--- src/rtl/uart_cmd_rx.sv ---
`default_nettype none
// ============================================================================
// Module   : uart_cmd_rx
// Purpose  : 8N1 UART byte receiver feeding an 0xA5-framed register-write
//            command parser. Define UART_CMD_RX_CHECKSUM_EN for a 4-byte frame
//            with XOR check byte; otherwise frames are 0xA5, ADDR, DATA.
// Revision : 1.0  initial release
// ============================================================================
module uart_cmd_rx #(
  parameter int CLKS_PER_BIT = 87,
  parameter int TIMEOUT_BITS = 64
) (
  input  logic       clk10m,
  input  logic       rst_n,
  input  logic       rxd,
  output logic [4:0] cfg_sel,
  output logic       cfg_run,
  output logic       cmd_stb,
  output logic [7:0] cmd_addr,
  output logic       err_stb
);

  localparam int CNT_W      = (CLKS_PER_BIT > 2) ? $clog2(CLKS_PER_BIT) : 1;
  localparam int TMO_CYCLES = TIMEOUT_BITS * CLKS_PER_BIT;
  localparam int TMO_W      = $clog2(TMO_CYCLES + 1);

  localparam logic [CNT_W-1:0] C_BIT_LAST  = CNT_W'(CLKS_PER_BIT - 1);
  localparam logic [CNT_W-1:0] C_HALF_LAST = CNT_W'(CLKS_PER_BIT / 2 - 1);
  localparam logic [TMO_W-1:0] C_TMO_LAST  = TMO_W'(TMO_CYCLES - 1);
  localparam logic [7:0]       C_SYNC_BYTE = 8'hA5;
  localparam logic [7:0]       C_ADDR_SEL  = 8'h01;
  localparam logic [7:0]       C_ADDR_RUN  = 8'h02;

  typedef enum logic [2:0] {
    RX_IDLE,
    RX_START,
    RX_DATA,
    RX_STOP,
    RX_WAIT_HIGH
  } rx_state_t;

`ifdef UART_CMD_RX_CHECKSUM_EN
  typedef enum logic [1:0] {P_HUNT, P_ADDR, P_DATA, P_CHK} p_state_t;
`else
  typedef enum logic [1:0] {P_HUNT, P_ADDR, P_DATA} p_state_t;
`endif

  logic             rx_meta_q;
  logic             rx_sync_q;
  logic             rx_prev_q;
  rx_state_t        rx_state_q;
  logic [CNT_W-1:0] bit_cnt_q;
  logic [2:0]       bit_idx_q;
  logic [7:0]       shift_q;

  p_state_t         p_state_q;
  logic [7:0]       addr_q;
  logic [TMO_W-1:0] tmo_q;

  logic [4:0]       cfg_sel_q;
  logic             cfg_run_q;
  logic             cmd_stb_q;
  logic [7:0]       cmd_addr_q;
  logic             err_stb_q;

  logic [7:0]       shift_d;
  logic             stop_sample_d;
  logic             byte_done_d;
  logic             frame_err_d;
  logic             cmd_last_d;
  logic             chk_ok_d;
  logic [4:0]       cmd_sel_d;
  logic             cmd_run_d;
  logic             addr_known_d;
  logic             cmd_ok_d;

  assign shift_d       = {rx_sync_q, shift_q[7:1]};
  assign stop_sample_d = (rx_state_q == RX_STOP) && (bit_cnt_q == C_BIT_LAST);
  assign byte_done_d   = stop_sample_d && rx_sync_q;
  assign frame_err_d   = stop_sample_d && !rx_sync_q;

`ifdef UART_CMD_RX_CHECKSUM_EN
  logic [7:0] data_q;

  // The byte completing this cycle is CHK; DATA was captured one byte earlier.
  assign cmd_last_d = (p_state_q == P_CHK);
  assign chk_ok_d   = (shift_q == (C_SYNC_BYTE ^ addr_q ^ data_q));
  assign cmd_sel_d  = data_q[4:0];
  assign cmd_run_d  = data_q[0];
`else
  assign cmd_last_d = (p_state_q == P_DATA);
  assign chk_ok_d   = 1'b1;
  assign cmd_sel_d  = shift_q[4:0];
  assign cmd_run_d  = shift_q[0];
`endif

  assign addr_known_d = (addr_q == C_ADDR_SEL) || (addr_q == C_ADDR_RUN);
  assign cmd_ok_d     = chk_ok_d && addr_known_d;

  always_ff @(posedge clk10m or negedge rst_n) begin
    if (!rst_n) begin
      rx_meta_q  <= 1'b1;
      rx_sync_q  <= 1'b1;
      rx_prev_q  <= 1'b1;
      rx_state_q <= RX_IDLE;
      bit_cnt_q  <= '0;
      bit_idx_q  <= '0;
      shift_q    <= '0;
      p_state_q  <= P_HUNT;
      addr_q     <= '0;
`ifdef UART_CMD_RX_CHECKSUM_EN
      data_q     <= '0;
`endif
      tmo_q      <= '0;
      cfg_sel_q  <= '0;
      cfg_run_q  <= 1'b0;
      cmd_stb_q  <= 1'b0;
      cmd_addr_q <= '0;
      err_stb_q  <= 1'b0;
    end else begin
      rx_meta_q <= rxd;
      rx_sync_q <= rx_meta_q;
      rx_prev_q <= rx_sync_q;
      cmd_stb_q <= 1'b0;
      err_stb_q <= 1'b0;
      bit_cnt_q <= bit_cnt_q + CNT_W'(1);

      case (rx_state_q)
        RX_IDLE: begin
          bit_cnt_q <= '0;
          if (rx_prev_q && !rx_sync_q) rx_state_q <= RX_START;
        end
        RX_START: begin
          if (bit_cnt_q == C_HALF_LAST) begin
            bit_cnt_q  <= '0;
            bit_idx_q  <= '0;
            rx_state_q <= rx_sync_q ? RX_IDLE : RX_DATA;
          end
        end
        RX_DATA: begin
          if (bit_cnt_q == C_BIT_LAST) begin
            bit_cnt_q <= '0;
            shift_q   <= shift_d;
            bit_idx_q <= bit_idx_q + 3'd1;
            if (bit_idx_q == 3'd7) rx_state_q <= RX_STOP;
          end
        end
        RX_STOP: begin
          if (stop_sample_d) begin
            bit_cnt_q  <= '0;
            rx_state_q <= rx_sync_q ? RX_IDLE : RX_WAIT_HIGH;
          end
        end
        RX_WAIT_HIGH: begin
          bit_cnt_q <= '0;
          if (rx_sync_q) rx_state_q <= RX_IDLE;
        end
        default: rx_state_q <= RX_IDLE;
      endcase

      // A completed byte always outranks the timeout, so both strobes stay exclusive.
      if (byte_done_d) begin
        tmo_q <= '0;
        case (p_state_q)
          P_HUNT: if (shift_q == C_SYNC_BYTE) p_state_q <= P_ADDR;
          P_ADDR: begin
            addr_q    <= shift_q;
            p_state_q <= P_DATA;
          end
`ifdef UART_CMD_RX_CHECKSUM_EN
          P_DATA: begin
            data_q    <= shift_q;
            p_state_q <= P_CHK;
          end
          P_CHK:  p_state_q <= P_HUNT;
`else
          P_DATA: p_state_q <= P_HUNT;
`endif
          default: p_state_q <= P_HUNT;
        endcase

        if (cmd_last_d) begin
          if (cmd_ok_d) begin
            cmd_stb_q  <= 1'b1;
            cmd_addr_q <= addr_q;
            if (addr_q == C_ADDR_SEL) cfg_sel_q <= cmd_sel_d;
            if (addr_q == C_ADDR_RUN) cfg_run_q <= cmd_run_d;
          end else begin
            err_stb_q <= 1'b1;
          end
        end
      end else if (frame_err_d) begin
        err_stb_q <= 1'b1;
        p_state_q <= P_HUNT;
        tmo_q     <= '0;
      end else if (p_state_q != P_HUNT) begin
        if (tmo_q == C_TMO_LAST) begin
          err_stb_q <= 1'b1;
          p_state_q <= P_HUNT;
          tmo_q     <= '0;
        end else begin
          tmo_q <= tmo_q + TMO_W'(1);
        end
      end
    end
  end

  assign cfg_sel  = cfg_sel_q;
  assign cfg_run  = cfg_run_q;
  assign cmd_stb  = cmd_stb_q;
  assign cmd_addr = cmd_addr_q;
  assign err_stb  = err_stb_q;

endmodule
`default_nettype wire
--- config.mk ---
export PLATFORM = sky130hd
export DESIGN_NAME = uart_cmd_rx
export DESIGN_NICKNAME = d
export VERILOG_FILES = /design/src/rtl/uart_cmd_rx.sv
export SDC_FILE = /design/constraint.sdc
export NUM_CORES = 1
export LEC_CHECK = 0
export BUFFER_PORTS_ARGS = -buffer_cell sky130_fd_sc_hd__buf_2
export CAP_MARGIN = 20
export CORE_MARGIN = 1
export CORE_UTILIZATION = 50
export DETAILED_ROUTE_END_ITERATION = 8
export GPL_TIMING_DRIVEN = 0
export PLACE_DENSITY = 0.8
export SLEW_MARGIN = 20
export SYNTH_ARGS = -nofsm -noshare
export SYNTH_HDL_FRONTEND = slang
export SYNTH_SLANG_ARGS = --single-unit
--- constraint.sdc ---
create_clock -name clk10m -period 4.67 [get_ports clk10m]
set_input_delay 0.2335 -clock clk10m [delete_from_list [all_inputs] [get_ports clk10m]]
set_output_delay 0.2335 -clock clk10m [all_outputs]
set_load 0.05 [all_outputs]
Word-level counts from Yosys, hierarchy flattened:

Cells that the tools add are included.

* $add $sub $neg: 3
* $mul: 0
* divide/modulo/power cells: 0
* $lt $le $gt $ge: 0
* equal/unequal tests: 20
* shift-type cells: 0
* multiplexer cells: 35
* bitwise gates (word level): 0
* reductions and logical operators: 21

Operators with widths (count)
* 2-to-1 mux 13 bit: 4
* one-hot mux 7 bit (4 select lines): 1
* 2-to-1 mux 3 bit: 9
* 2-to-1 mux 7 bit: 3
* one-hot mux 3 bit (5 select lines): 1
* adder 13 x 1 -> 13 bit, second input constant: 1
* equality test 13 bit, second input constant: 1
* 2-to-1 mux 2 bit: 6
* != test 2 bit, second input constant: 6
* 2-to-1 mux 1 bit: 9
* AND reduction 3 bit: 3
* equality test 8 x 1 -> 1 bit, second input constant: 1
* equality test 8 x 2 -> 1 bit, second input constant: 1
* equality test 8 bit, second input constant: 1
* AND reduction 4 bit: 2
* adder 7 x 1 -> 7 bit, second input constant: 1
* equality test 7 x 6 -> 1 bit, second input constant: 1
* equality test 7 bit, second input constant: 1
* equality test 3 x 2 -> 1 bit, second input constant: 2
* equality test 3 bit, second input constant: 2
* one-hot mux 3 bit (2 select lines): 1
* AND reduction 6 bit: 1
* nonzero test 3 bit: 2
* logical AND 1 bit: 4
* 13 further kinds: 15

* flip-flop bits (word level): 63
* bits in latches: 0
* bits in writable memories: 0
* memory bits (read-only): 0
* output and inout bits: 16
* word-level logic and storage cells: 94
* memories: 0

Depth between registers and ports, before layout:

* depth after elaboration: 5
* mapped depth: 8
* mapped depth without buffers: 6

Worst setup path before layout:

OpenSTA, ideal clock, no wires.

* path kind: register -> register
* start: register bit_cnt_q[3]
* end: register addr_q[0]
* arrival: 2007 ps
* required time: 4545 ps
* slack: 2538 ps
* cell stages (with the launch flop): 6
* buffers on the path: 1
* period minus slack after synthesis: 2132 ps
* path through: dfrtp_1 > nand4bb_1 > buf_2 > or4_4 > nor3b_4 > mux2_2

* cells in the longest elaborated chain, start to end: 4

RTL lines
* start, declared: line 52 `logic [CNT_W-1:0] bit_cnt_q;`
* start signal, assigned: line 126 `bit_cnt_q <= bit_cnt_q + CNT_W'(1);`
* equality test 7 bit: line 78 `assign stop_sample_d = (rx_state_q == RX_STOP) && (bit_cnt_q == C_BIT_LAST);`
* logical AND 1 bit: line 78
* logical AND 1 bit: line 79 `assign byte_done_d = stop_sample_d && rx_sync_q;`
* AND reduction 2 bit (no line)
* end signal, assigned: line 167 `addr_q <= shift_q;`
* end, declared: line 57 `logic [7:0] addr_q;`

Every way passes these cells.
A chain may end at the register's enable or synchronous reset.

Worst setup path in the final report:

* start: register bit_cnt_q[0]
* end: register tmo_q[0]

* cells in the longest elaborated chain, start to end: 5
* elaborated cells on any way between the ends: 7

RTL lines
* equality test 7 bit *: line 78
* logical AND 1 bit *: line 78
* logical AND 1 bit: line 80 `assign frame_err_d = stop_sample_d && !rx_sync_q;`
* 2-to-1 mux 13 bit: line 192 `end else if (frame_err_d) begin`
* 2-to-1 mux 13 bit: line 162 `if (byte_done_d) begin`
* end signal, assigned: line 202 `tmo_q <= tmo_q + TMO_W'(1);`
* end, declared: line 58 `logic [TMO_W-1:0] tmo_q;`

Every way passes the cells marked *; elsewhere a longest branch is shown, timed or not.

==> flow_summary.yaml <==
synthesis:
  synth_edf_count: 0
  yosysWarnings: 0
  syn_nets: 247
  synthFlopType: "dfrtp_1"
  synthTopCellsByArea: "dfrtp_1 53%, mux2_2 8.8%, xnor2_1 3.1%, nor2_1 2.9%, dfstp_2 2.8%"
  synth.top_cell.area_share_pct: 53.1
  synth.yosys.seq_area_share_pct: 55.9
  syn_area_um2: 2830
  synth-seq-cells: 63
  syn_inst: 239
  synth_cell_types: 48
  synth_top_cell_by_area: "dfrtp_1"
  synthArstFlopShare_pct: 100
  syn_avg_cell_area_um2: 11.8
global_routing:
  antenna_found_initial: 0
  grt_pass1_wl_mm: 8.87
  grt.total_usage_pct: 19.5
  grt_max_degree: 64
  grt_overflow: 0
  grt_pass1_vias: 1924
clocking:
  cts_max_path_buffers: 2
  clkLatencyLatePin_ps: 340
  clock_sinks: 63
  cts_made_buffers: 9
  cts_tree: "done"
  cts-root-buf: "clkbuf_8"
  cts_resized: 0
  path_clk_slew_ps: 70
  htreeDepth: 3
floorplan:
  io_pins: 19
  die_w_um: 77.2
  rows: 27
  start_util_pct: 51.7
  die_y_um: 77.2
  core_area_um2: 5470
  die_area_um2: 5960
worst_setup_path:
  critPathRequiredTime_ps: 4890
  startpoint_type: "flip-flop"
  cp_data_arrival_time_ps: 2580
  critical_path_class: "reg -> reg"
  crit_fanout: 9
  end_kind: "flip-flop"
layout:
  final_common_cell: "dfrtp_1"
  mostFrequentLayoutCells: "60 x dfrtp_1, 22 x nor2_1, 22 x mux2_2"
  multi_input_area_um2: 1200
  drive_gt1_share_pct: 24.4
  n_antenna_cell: 0
  n_fill_cell: 457
  area_growth_pct: 15.3
  final_nets: 278
  ff_latch_area_um2: 1580
route:
  ant_nets: 0
  vias: 1967
  drc_errors: 0
  firstDrtPassIters: 4
  drt-wirelength-per-cell_um: 14.7
  viasPerCell: 5.67
  dr.first_iter.drc_count: 88
  wl_mm: 5.10
pwr:
  vdd_drop_max_uv: 211
  clockPowerShare_pct: 41.7
  power_frac_seq_pct: 48.2
  p_switching_uw: 326
  power.density_nw_per_um2: 394
  power.leakage_nw: 1.55
  cellInternalPower_uw: 960
  sw_frac_of_total_pct: 25.3
  pwr-share-comb_pct: 10.1
  p_total_mw: 1.29
job:
  max_cap_viol_count: 0
sta:
  timing_hold_violations_final: 0
  tightest_slew_ps: 973
  tns_ps: 0
  fin_crit_sh_pct: 50.6
  fin_skew_ps: 8.07
  setup_viol: 0
  clock.fmax_mhz: 423
  period_minus_slack_ps: 2360
  whs_ps: 357
  max_slew_margin_pct: 34.6
  rsz0062_at_grt: "false"
  slew_viol_final: 0
status:
  outcome: "complete, no violations"
hold_path:
  min_path_type: "reg -> reg"
placed_design:
  place.gp.congestion: 0.797
  port_buffers: 18
  hpwl_mm: 3.35
-- cell type report --
class / count / area share, %
Clock inverter: 6 / 2.84
Timing Repair Buffer: 20 / 3.45
Inverter: 6 / 0.691
Tap cell: 72 / 2.76
Clock buffer: 10 / 4.22
Multi-Input combinational cell: 164 / 36.8
Sequential cell: 63 / 48.5
Buffer: 6 / 0.767
-- layer usage --
layer  global-route usage (%)  routed length, um
met3                     4.76                172
met4                     13.8                142
met2                     29.9               2470
met1                     24.1               2320
met5                        0                  0
-- sequential cells by signal, summed over array words and instances (netlist names) --
signal / count
addr_q: 8
cfg_sel: 5
rx_meta_q: 1
bit_cnt_q: 7
bit_idx_q: 3
cmd_addr: 8
cfg_run: 1
shift_q: 8
err_stb: 1
p_state_q: 2
tmo_q: 13
rx_sync_q: 1
cmd_stb: 1
rx_prev_q: 1
rx_state_q: 3
-- power groups by stage --
stage	registers [mW]	clock network (mW)	logic, mW
2_1_floorplan	0.620	0	0.103
3_3_place_gp	0.628	0	0.127
3_5_place_dp	0.630	0	0.132
4_1_cts	0.620	0.544	0.133
5_1_grt	0.626	0.568	0.151
6_report	0.620	0.536	0.130
-- cells in the mapped netlist, types with 3 or more instances --
cell	count
a21oi_1	5
and2_1	6
and3_1	5
clkbuf_1	3
dfrtp_1	60
dfstp_2	3
ha_1	5
inv_1	6
mux2_2	22
nand2_1	8
nand3_1	8
nand3b_1	3
nand4_1	5
nor2_1	22
nor3_1	12
nor4_1	5
o21ai_0	3
o2bb2ai_1	4
xnor2_1	10
xor2_1	6
-- per-stage QoR --
| stage | utilization, % | worst slack, ps | cell area (um^2) | cells |
|---|---|---|---|---|
| detailed placement | 55.0 | 2300 | 3010 | 329 |
| global placement | 55.0 | 2300 | 3010 | 329 |
| global route | 59.6 | 2030 | 3260 | 347 |
| CTS | 59.6 | 2280 | 3260 | 347 |
| floorplan | - | 2540 | 2830 | 239 |
| finish | 59.6 | 2310 | 3260 | 347 |
-- worst max-delay path: stages (launching register included) --
cell,delay [ps]
dfrtp_1,410
inv_1,70
ha_1,170
nand3_1,140
nor3_1,820
or2_2,230
clkbuf_1,300
nor2_1,100
-- worst paths after layout --
| kind | from | to | slack (ps) | cells past startpoint |
|---|---|---|---|---|
| max | bit_cnt_q[0]$_DFF_PN0_ | tmo_q[0]$_DFFE_PN0P_ | 2310 | 7 |
| min | rx_meta_q$_DFF_PN1_ | rx_sync_q$_DFF_PN1_ | 360 | 0 |
| max reg2reg | bit_cnt_q[0]$_DFF_PN0_ | tmo_q[0]$_DFFE_PN0P_ | 2310 | 7 |
| min reg2reg | rx_meta_q$_DFF_PN1_ | rx_sync_q$_DFF_PN1_ | 360 | 0 |
| max in group asynchronous | rst_n | bit_cnt_q[5]$_DFF_PN0_ | 3640 | 2 |
| min in group asynchronous | rst_n | tmo_q[10]$_DFFE_PN0P_ | 490 | 2 |
-- what timing repair did --
item,4_1_cts,5_1_grt
endpoints found under the setup margin,0,0
hold endpoints to repair,2,0
hold buffers,2,0
buffers inserted,0,0
-- logic make-up (layout without fill, tap and decap cells) --
logic type | count (synthesis) | in the layout | synth area share, %
multiplexers | 23 | 23 | 9.12
AO/OA/AOI/OAI | 30 | 30 | 7.70
buffers and inverters | 12 | 48 | 1.68
adder cells (fa/ha/maj) | 5 | 5 | 2.21
XOR/XNOR | 16 | 16 | 4.96
flip-flops | 63 | 63 | 55.9
AND/OR/NAND/NOR | 90 | 90 | 18.5
Note: power is estimated with default switching activity, not from simulation.
